===== config.mk =====
export PLATFORM = sky130hd
export DESIGN_NAME = probe_mux_scope
export DESIGN_NICKNAME = d
export VERILOG_FILES = /design/src/rtl/probe_mux_pkg.sv /design/src/rtl/probe_sync.sv /design/src/rtl/probe_mux_scope.sv
export SDC_FILE = /design/constraint.sdc
export NUM_CORES = 1
export LEC_CHECK = 0
export CELL_PAD_IN_SITES_DETAIL_PLACEMENT = 0
export CELL_PAD_IN_SITES_GLOBAL_PLACEMENT = 1
export CORE_MARGIN = 4
export CORE_UTILIZATION = 45
export DETAILED_ROUTE_END_ITERATION = 10
export PLACE_DENSITY = 0.82
export SLEW_MARGIN = 30
export SYNTH_ARGS = -nofsm -noshare
export SYNTH_HDL_FRONTEND = slang
export SYNTH_SLANG_ARGS = --single-unit

===== constraint.sdc =====
create_clock -name clk -period 6.3 [get_ports clk]
set_input_delay 1.26 -clock clk [delete_from_list [all_inputs] [get_ports clk]]
set_output_delay 1.26 -clock clk [all_outputs]
set_load 0.02 [all_outputs]

===== src/rtl/probe_mux_pkg.sv =====
// rtl/probe_mux_pkg.sv - shared state type and width helpers for probe_mux_scope
package probe_mux_pkg;

  function automatic int idx_w(input int n);
    return (n > 1) ? $clog2(n) : 1;
  endfunction

  typedef enum logic [1:0] {
    IDLE   = 2'd0,
    BLANK  = 2'd1,
    LIVE   = 2'd2,
    FROZEN = 2'd3
  } probe_state_e;

  localparam int DEF_NUM_GROUPS = 4;
  localparam int DEF_PROBE_W    = 8;
  localparam int SEL_W          = idx_w(DEF_NUM_GROUPS);
  localparam int TRIG_W         = idx_w(DEF_PROBE_W);

endpackage


===== src/rtl/probe_sync.sv =====
// rtl/probe_sync.sv - multi-stage synchroniser, one chain per bit, async reset to 0
module probe_sync #(
  parameter int WIDTH  = 8,
  parameter int STAGES = 2
) (
  input  logic             clk,
  input  logic             rst_n,
  input  logic [WIDTH-1:0] din_i,
  output logic [WIDTH-1:0] dout_o
);

  logic [STAGES-1:0][WIDTH-1:0] sync_q;
  logic [STAGES-1:0][WIDTH-1:0] sync_d;

  always_comb begin
    sync_d    = sync_q;
    sync_d[0] = din_i;
    for (int s = 1; s < STAGES; s++) begin
      sync_d[s] = sync_q[s-1];
    end
  end

  always_ff @(posedge clk or negedge rst_n) begin
    if (!rst_n) begin
      sync_q <= '0;
    end else begin
      sync_q <= sync_d;
    end
  end

  assign dout_o = sync_q[STAGES-1];

endmodule


===== src/rtl/probe_mux_scope.sv =====
// rtl/probe_mux_scope.sv - debug probe mux for a PMOD header with blanking, freeze and edge counter
// Optional pulse stretcher on header bits: define PROBE_STRETCH_EN.
module probe_mux_scope
  import probe_mux_pkg::*;
#(
  parameter int NUM_GROUPS     = 4,
  parameter int PROBE_W        = 8,
  parameter int SYNC_STAGES    = 2,
  parameter int BLANK_CYCLES   = 4,
  parameter int CNT_W          = 16,
  parameter int STRETCH_CYCLES = 8
) (
  input  logic                             clk,
  input  logic                             rst_n,
  input  logic [NUM_GROUPS*PROBE_W-1:0]    probes_i,
  input  logic [idx_w(NUM_GROUPS)-1:0]     sel_i,
  input  logic                             enable_i,
  input  logic                             freeze_i,
  input  logic [idx_w(PROBE_W)-1:0]        trig_bit_i,
  input  logic                             cnt_clr_i,
  output logic [PROBE_W-1:0]               pmod_o,
  output logic [idx_w(NUM_GROUPS)-1:0]     sel_active_o,
  output logic                             blanking_o,
  output logic [CNT_W-1:0]                 edge_cnt_o,
  output logic                             edge_cnt_ovf_o
);

  localparam int GSEL_W  = idx_w(NUM_GROUPS);
  localparam int GTRIG_W = idx_w(PROBE_W);
  localparam int BLANK_W = idx_w(BLANK_CYCLES);
  localparam logic [BLANK_W-1:0] BLANK_RELOAD = BLANK_W'(BLANK_CYCLES - 1);
  localparam logic [CNT_W-1:0]   CNT_MAX      = '1;

  if (NUM_GROUPS < 2)     begin : g_chk_groups  $error("NUM_GROUPS must be >= 2");     end
  if (SYNC_STAGES < 2)    begin : g_chk_sync    $error("SYNC_STAGES must be >= 2");    end
  if (BLANK_CYCLES < 1)   begin : g_chk_blank   $error("BLANK_CYCLES must be >= 1");   end
  if (STRETCH_CYCLES < 1) begin : g_chk_stretch $error("STRETCH_CYCLES must be >= 1"); end

  probe_state_e              state_q, state_d;
  logic [GSEL_W-1:0]         sel_q, sel_d;
  logic [BLANK_W-1:0]        blank_cnt_q, blank_cnt_d;
  logic [PROBE_W-1:0]        pmod_q, pmod_d;
  logic [CNT_W-1:0]          cnt_q, cnt_d;
  logic                      ovf_q, ovf_d;
  logic                      trig_prev_q, trig_prev_d;

  logic [NUM_GROUPS*PROBE_W-1:0] synced;
  logic [PROBE_W-1:0]            group_live;
  logic [PROBE_W-1:0]            header_bits;
  logic                          trig_now;
  logic                          edge_det;

  probe_sync #(
    .WIDTH  (NUM_GROUPS*PROBE_W),
    .STAGES (SYNC_STAGES)
  ) u_sync (
    .clk    (clk),
    .rst_n  (rst_n),
    .din_i  (probes_i),
    .dout_o (synced)
  );

  // Unused select codes (non power-of-two group counts) leave the group at zero.
  always_comb begin
    group_live = '0;
    for (int g = 0; g < NUM_GROUPS; g++) begin
      if (sel_q == GSEL_W'(g)) begin
        group_live = synced[g*PROBE_W +: PROBE_W];
      end
    end
  end

  always_comb begin
    trig_now = 1'b0;
    for (int b = 0; b < PROBE_W; b++) begin
      if (trig_bit_i == GTRIG_W'(b)) begin
        trig_now = group_live[b];
      end
    end
  end

`ifdef PROBE_STRETCH_EN
  localparam int STR_W = idx_w(STRETCH_CYCLES);
  localparam logic [STR_W-1:0] STR_RELOAD = STR_W'(STRETCH_CYCLES - 1);

  logic [PROBE_W-1:0][STR_W-1:0] str_cnt_q, str_cnt_d;
  logic [PROBE_W-1:0]            str_prev_q, str_prev_d;

  always_comb begin
    str_cnt_d   = str_cnt_q;
    str_prev_d  = group_live;
    header_bits = group_live;
    for (int b = 0; b < PROBE_W; b++) begin
      header_bits[b] = group_live[b] | (str_cnt_q[b] != '0);
      if (state_q != LIVE) begin
        str_cnt_d[b] = '0;
      end else if (group_live[b] && !str_prev_q[b]) begin
        str_cnt_d[b] = STR_RELOAD;
      end else if (str_cnt_q[b] != '0) begin
        str_cnt_d[b] = str_cnt_q[b] - 1'b1;
      end
    end
  end

  always_ff @(posedge clk or negedge rst_n) begin
    if (!rst_n) begin
      str_cnt_q  <= '0;
      str_prev_q <= '0;
    end else begin
      str_cnt_q  <= str_cnt_d;
      str_prev_q <= str_prev_d;
    end
  end
`else
  assign header_bits = group_live;
`endif

  // Header register follows the next state so the first live value appears as BLANK ends.
  always_comb begin
    state_d     = state_q;
    sel_d       = sel_q;
    blank_cnt_d = blank_cnt_q;
    if (!enable_i) begin
      state_d = IDLE;
    end else begin
      unique case (state_q)
        IDLE: begin
          state_d     = BLANK;
          sel_d       = sel_i;
          blank_cnt_d = BLANK_RELOAD;
        end
        BLANK: begin
          if (sel_i != sel_q) begin
            sel_d       = sel_i;
            blank_cnt_d = BLANK_RELOAD;
          end else if (blank_cnt_q == '0) begin
            state_d = LIVE;
          end else begin
            blank_cnt_d = blank_cnt_q - 1'b1;
          end
        end
        LIVE: begin
          if (sel_i != sel_q) begin
            state_d     = BLANK;
            sel_d       = sel_i;
            blank_cnt_d = BLANK_RELOAD;
          end else if (freeze_i) begin
            state_d = FROZEN;
          end
        end
        FROZEN: begin
          if (!freeze_i) begin
            if (sel_i != sel_q) begin
              state_d     = BLANK;
              sel_d       = sel_i;
              blank_cnt_d = BLANK_RELOAD;
            end else begin
              state_d = LIVE;
            end
          end
        end
        default: state_d = IDLE;
      endcase
    end

    unique case (state_d)
      LIVE:    pmod_d = header_bits;
      FROZEN:  pmod_d = pmod_q;
      default: pmod_d = '0;
    endcase
  end

  // The previous trigger sample tracks in every state so entering LIVE never fakes an edge.
  always_comb begin
    edge_det    = trig_now & ~trig_prev_q;
    trig_prev_d = trig_now;
    cnt_d       = cnt_q;
    ovf_d       = ovf_q;
    if (cnt_clr_i) begin
      cnt_d = '0;
      ovf_d = 1'b0;
    end else if ((state_q == LIVE) && edge_det) begin
      if (cnt_q != CNT_MAX) begin
        cnt_d = cnt_q + 1'b1;
      end
      if (cnt_d == CNT_MAX) begin
        ovf_d = 1'b1;
      end
    end
  end

  always_ff @(posedge clk or negedge rst_n) begin
    if (!rst_n) begin
      state_q     <= IDLE;
      sel_q       <= '0;
      blank_cnt_q <= '0;
      pmod_q      <= '0;
      cnt_q       <= '0;
      ovf_q       <= 1'b0;
      trig_prev_q <= 1'b0;
    end else begin
      state_q     <= state_d;
      sel_q       <= sel_d;
      blank_cnt_q <= blank_cnt_d;
      pmod_q      <= pmod_d;
      cnt_q       <= cnt_d;
      ovf_q       <= ovf_d;
      trig_prev_q <= trig_prev_d;
    end
  end

  assign pmod_o         = pmod_q;
  assign sel_active_o   = sel_q;
  assign blanking_o     = (state_q == BLANK);
  assign edge_cnt_o     = cnt_q;
  assign edge_cnt_ovf_o = ovf_q;

endmodule


# ---- Word level (Yosys, flattened, before mapping)
# Index checks and enable logic that the tools add are counted.
dict set report word_totals {
  elab_cells 81
  mem_bits_ro 0
  ff_bits 96
  in_bits 42
  ramBits 0
  latchBits 0
  n_memories 0
}
dict set report op_classes {
  n_mul 0
  eq_ne 20
  mux 37
  shift 0
  addsub 2
  bitwise_logic 2
  n_reduce_logical 11
  div_mod_pow 0
  n_lt_le_gt_ge 0
}
# op count
set op_table {}
lappend op_table {{$mux W16} 5}
lappend op_table {{$mux W8} 4}
lappend op_table {{$mux W2} 13}
lappend op_table {{$add A16 B1 Y16 const B} 1}
lappend op_table {{$eq A16 B16 Y1 const B} 1}
lappend op_table {{$ne A16 B16 Y1 const B} 1}
lappend op_table {{$pmux W2 S4} 2}
lappend op_table {{$pmux W8 S2} 1}
lappend op_table {{$eq A2 B2 Y1 const B} 6}
lappend op_table {{$eq A3 B3 Y1 const B} 4}
lappend op_table {{$mux W1} 11}
lappend op_table {{$eq A3 B2 Y1 const B} 2}
lappend op_table {{$logic_not A2 Y1} 3}
lappend op_table {{$pmux W2 S3} 1}
lappend op_table {{$eq A2 B1 Y1 const B} 2}
lappend op_table {{$reduce_and A2 Y1} 2}
lappend op_table {{$reduce_bool A2 Y1} 2}
lappend op_table {{$eq A3 B1 Y1 const B} 1}
lappend op_table {{$logic_not A3 Y1} 1}
lappend op_table {{$ne A3 B3 Y1 const B} 1}
lappend op_table {{$reduce_and A3 Y1} 1}
lappend op_table {{$ne A2 B2 Y1} 1}
lappend op_table {{$ne A2 B2 Y1 const B} 1}
lappend op_table {{$reduce_or A2 Y1} 1}
lappend op_table {{other kinds (4)} 4}

# ---- Logic depth before layout (Yosys ltp)
dict set report depth {
  depth_word 21
  mapped_depth 10
}

# ---- Cells and area by module
# Synthesis repeated with hierarchy kept, for this count alone.
dict set report hier_totals {
  hier_cells 321
  area_unflattened_um2 3958.8
}
# mod instances area_per_inst_um2 cells_per_inst
set modules_own_cells {}
lappend modules_own_cells {probe_mux_scope 1 2357.3 257}
lappend modules_own_cells {probe_sync 1 1601.5 64}

# ---- Worst setup path before layout
# OpenSTA, ideal clock, no wires.
dict set report synth_timing {
  path_type {in2reg}
  startpoint {input port trig_bit_i[0]}
  endpoint {register cnt_q[11] (netlist: edge_cnt_o[11])}
  path_buffers 3
  stages 9
  setup_time_ps 136
  path_slack_ps 3205
  required_ps 6164
  arrival_ps 2959
  cell_sequence {buf_6 > mux2i_1 > mux4_2 > a22oi_4 > nand2_2 > buf_6 > buf_2 > o41ai_1 > a21oi_1}
}
dict set report synth_between {
  elab_chain_cells 12
  word_cells_on_any_way 19
  classes_between {eq/ne: 7; mux: 8; bitwise: 1; reduce/logical: 3}
}
# item line_no
set synth_lines {}
lappend synth_lines {{start, declared} probe_mux_scope.sv:19} ;# input logic [idx_w(PROBE_W)-1:0] trig_bit_i,
lappend synth_lines {{$logic_not A3 Y1} probe_mux_scope.sv:76} ;# if (trig_bit_i == GTRIG_W'(b)) begin
lappend synth_lines {{$mux W1 (7 in series)} probe_mux_scope.sv:76}
lappend synth_lines {{$mux W1 *} probe_mux_scope.sv:76}
lappend synth_lines {{$and A1 B1 Y1 *} probe_mux_scope.sv:175} ;# edge_det = trig_now & ~trig_prev_q;
lappend synth_lines {{$logic_and A1 B1 Y1 *} probe_mux_scope.sv:182} ;# end else if ((state_q == LIVE) && edge_det) begin
lappend synth_lines {{$reduce_bool A2 Y1 (no source line) *} -}
lappend synth_lines {{end signal, assigned} probe_mux_scope.sv:206} ;# cnt_q <= cnt_d;
lappend synth_lines {{end, declared} probe_mux_scope.sv:43} ;# logic [CNT_W-1:0] cnt_q, cnt_d;
# Every way passes the cells marked *; elsewhere a longest branch is shown, timed or not.
# A chain may end at the register's enable or synchronous reset.

# ---- Worst setup path after layout
dict set report layout_timing {
  startpoint {input port trig_bit_i[0]}
  endpoint {register cnt_q[7] (netlist: edge_cnt_o[7])}
}
# Same word-level chain as after synthesis.

==> run metrics <==
Synth top area share=about three fifths; Antenna Violating Nets Remaining=0; final wirelength=7420 um; endpoints failing hold=0; relative slew slack=about 48%; FILL cells=697; Slew @ Worst Pin=0.770 ns; Area contributors post-synth=dfrtp_1 62%, mux4_2 6.9%, nand2_1 2.7%; reg2reg end=edge_cnt_ovf_o; Final setup violation count=0; drt drc=0; proportion of layout cells with a drive suffix above 1=9.45%; final net count=420; crit path max fanout=31; P per Cell Area=248 nW/um2; Multi-input gate area=around 1400 um2; GRT met3 Usage=slightly above 5%; postcts setup bufs=0; Root Buffer=clkbuf_8; sink of the worst hold path=u_sync.dout_o[12]; P&R area growth vs syn=25.0%; Worst path slowest cell=clkdlybuf4s50_1; Post-synth EDFFs=0; clock-pin slew on the worst setup and hold paths=~0.090 ns; DR vias/cell=5.33; Syn Std Cell Area=3900 um2; R2R Path Start=edge_cnt_o[0]; area leader, netlist=dfrtp_1; Final Wtd Congestion=0.791; outcome=completed; GR Util met2=26.3%; total CTS buffers=9; Top Usage Layer GRT=met2; Min Clock Period, post-route=~3.8 ns; Routed wire per std cell=15.3 um; endpoint type of the worst setup path=flop; Port Buffer Count=69; critical path class=in2reg; vias=2590; largest net degree at the start of global routing=just over 60; CTS resizes=0; TritonCTS clock tree=yes; half-perimeter wire length after placement=5250 um; Detailed Routing Iterations Pass 1=4; Max VDD drop=approximately 0.00022 V; post-route worst setup slack=2.51 ns; clock skew=0.0111 ns; fin cells=between 400 and 500; Primary FF master, synth=dfrtp_1; die area=10200 um2; Yosys cell types=53; initial antenna violation count=0; part of the cycle the worst path needs=60.1%; crit path cell chain=clkdlybuf4s50_1 -> mux2i_1 -> mux4_2 -> a22oi_4 -> nand2_2 -> or4_1 -> a21oi_1; Leak=roughly 2.0 nW; register area=2400 um2; Async SR Flop Fraction=100%; Hold Path Origin=u_sync.sync_d[44]; I/O pin count=70; crit path launch type=input port; num rows=33; sequential-to-total area share from yosys stat=61.6%; CTS Buffer Depth=2; count leader, synth=dfrtp_1; R2R cell count=7; clk sinks=96; Fin Hold WS=0.355 ns; setup TNS=0 ns; DRT iter0 DRCs=between 90 and 100; met1 Track Usage GR=approximately a fifth; Commonest cells post-synth=96 x dfrtp_1, 28 x nand2_1, 16 x a21oi_1; CTS HTree Levels=3; GR Util All Layers=16.0%; core area=8340 um2; vias in the first global route=2597; Initial Util=46.8%; Hold Crit Depth=0; Seq cells post-synth=96; Ys Warns=0; Inst Count DP=470; critical path required time=6.57 ns; Post-Syn Instances=slightly above 300; # diodes=0; critical path's top delay family=simple AND/OR/NAND/NOR gates; clock latency on the worst-skew pair=0.35 ns; Peak Freq=between 0.2 and 0.3 GHz; Critical Path Max Stage Delay=roughly 0.83 ns; Hold-fix buffers, CTS=0; Final Max Tran Viols=0; first-pass GRT wire length=approximately 13000 um; RSZ-0062 raised after global routing=false; hold crit path type=reg2reg; Post-Syn Nets=~360; DP Worst Slack=2.15 ns; utilization after layout=58.5%; Die H=roughly 100 um; r2r setup slk=3.32 ns; Max-Cap Viols=0; Avg Inst Size Synth=12.5 um2; grt ovf=0; CP arrival=4.05 ns; CP Buf/Inv Count=1; Die Wd=slightly above 100 um
registers in the layout (all words and copies together) (netlist names):
register,flops
u_sync.dout_o,32
u_sync.sync_d,32
edge_cnt_o,16
pmod_o,8
blank_cnt_q,2
sel_active_o,2
state_q,2
edge_cnt_ovf_o,1
trig_prev_q,1
kinds of logic after synthesis:
kind of cell,Yosys count,share of synthesized area (%)
AO/OA/AOI/OAI,59,10.4
XOR/XNOR,3,0.674
adder cells (fa/ha/maj),2,0.642
buffers and inverters,30,3.56
flip-flops,96,61.6
multiplexers,24,10.1
AND/OR/NAND/NOR,97,13.1
metrics by stage:
stage / power (mW) / instance area [um2]
2_1_floorplan: 0.714 / 3900
3_3_place_gp: 0.761 / 4640
3_5_place_dp: 0.764 / 4640
4_1_cts: 1.22 / 4880
5_1_grt: 1.27 / 4880
6_report: 1.21 / 4880
how the worst max path moves through the flow:
stage,endpoint,slack [ns],depth (start not counted),from
after global routing,edge_cnt_o[3],2.33,7,trig_bit_i[0]
after floorplan,edge_cnt_o[11],3.20,9,trig_bit_i[0]
after detailed placement,edge_cnt_o[7],2.15,7,trig_bit_i[0]
after global placement,edge_cnt_o[11],2.23,7,trig_bit_i[0]
after CTS,edge_cnt_o[7],2.53,7,trig_bit_i[0]
final,edge_cnt_o[7],2.51,7,trig_bit_i[0]
layout make-up:
| class | count | share of cell area (%) |
|---|---|---|
| Clock buffer | 10 | 2.82 |
| Clock inverter | 6 | 2.00 |
| Inverter | 14 | 1.08 |
| Multi-Input combinational cell | 185 | 27.9 |
| Sequential cell | 96 | 49.3 |
| Tap cell | 105 | 2.69 |
| Timing Repair Buffer | 70 | 14.3 |
metal layers:
layer	part of all wire [%]	routed length (um)
met3	5.7	421
met1	43	3180
met5	0	0
met2	50	3730
met4	1.2	86
power breakdown:
group	switching (mW)	leakage (nW)	internal (mW)
sequential	0.0169	1.17	0.640
combinational	0.0384	0.709	0.0543
clock	0.218	0.119	0.241
placed cells by master (no fill, tap or decap), types with 3 or more instances in the layout:
cell type | synthesis | layout
a21oi_1 | 16 | 16
a31oi_1 | 4 | 4
and2_1 | 3 | 3
clkbuf_8 | 0 | 10
clkdlybuf4s50_1 | 0 | 68
dfrtp_1 | 96 | 96
inv_1 | 14 | 14
mux2i_1 | 10 | 10
mux4_2 | 12 | 12
nand2_1 | 28 | 28
nand3_1 | 11 | 11
nor2_1 | 13 | 13
nor2b_1 | 4 | 4
nor3_1 | 10 | 10
o2111ai_1 | 3 | 3
o21ai_1 | 12 | 12
o31ai_1 | 5 | 5
o41ai_1 | 3 | 3
or3_1 | 5 | 5
or4_1 | 6 | 6
No activity file was read; power rests on OpenSTA's default activity.
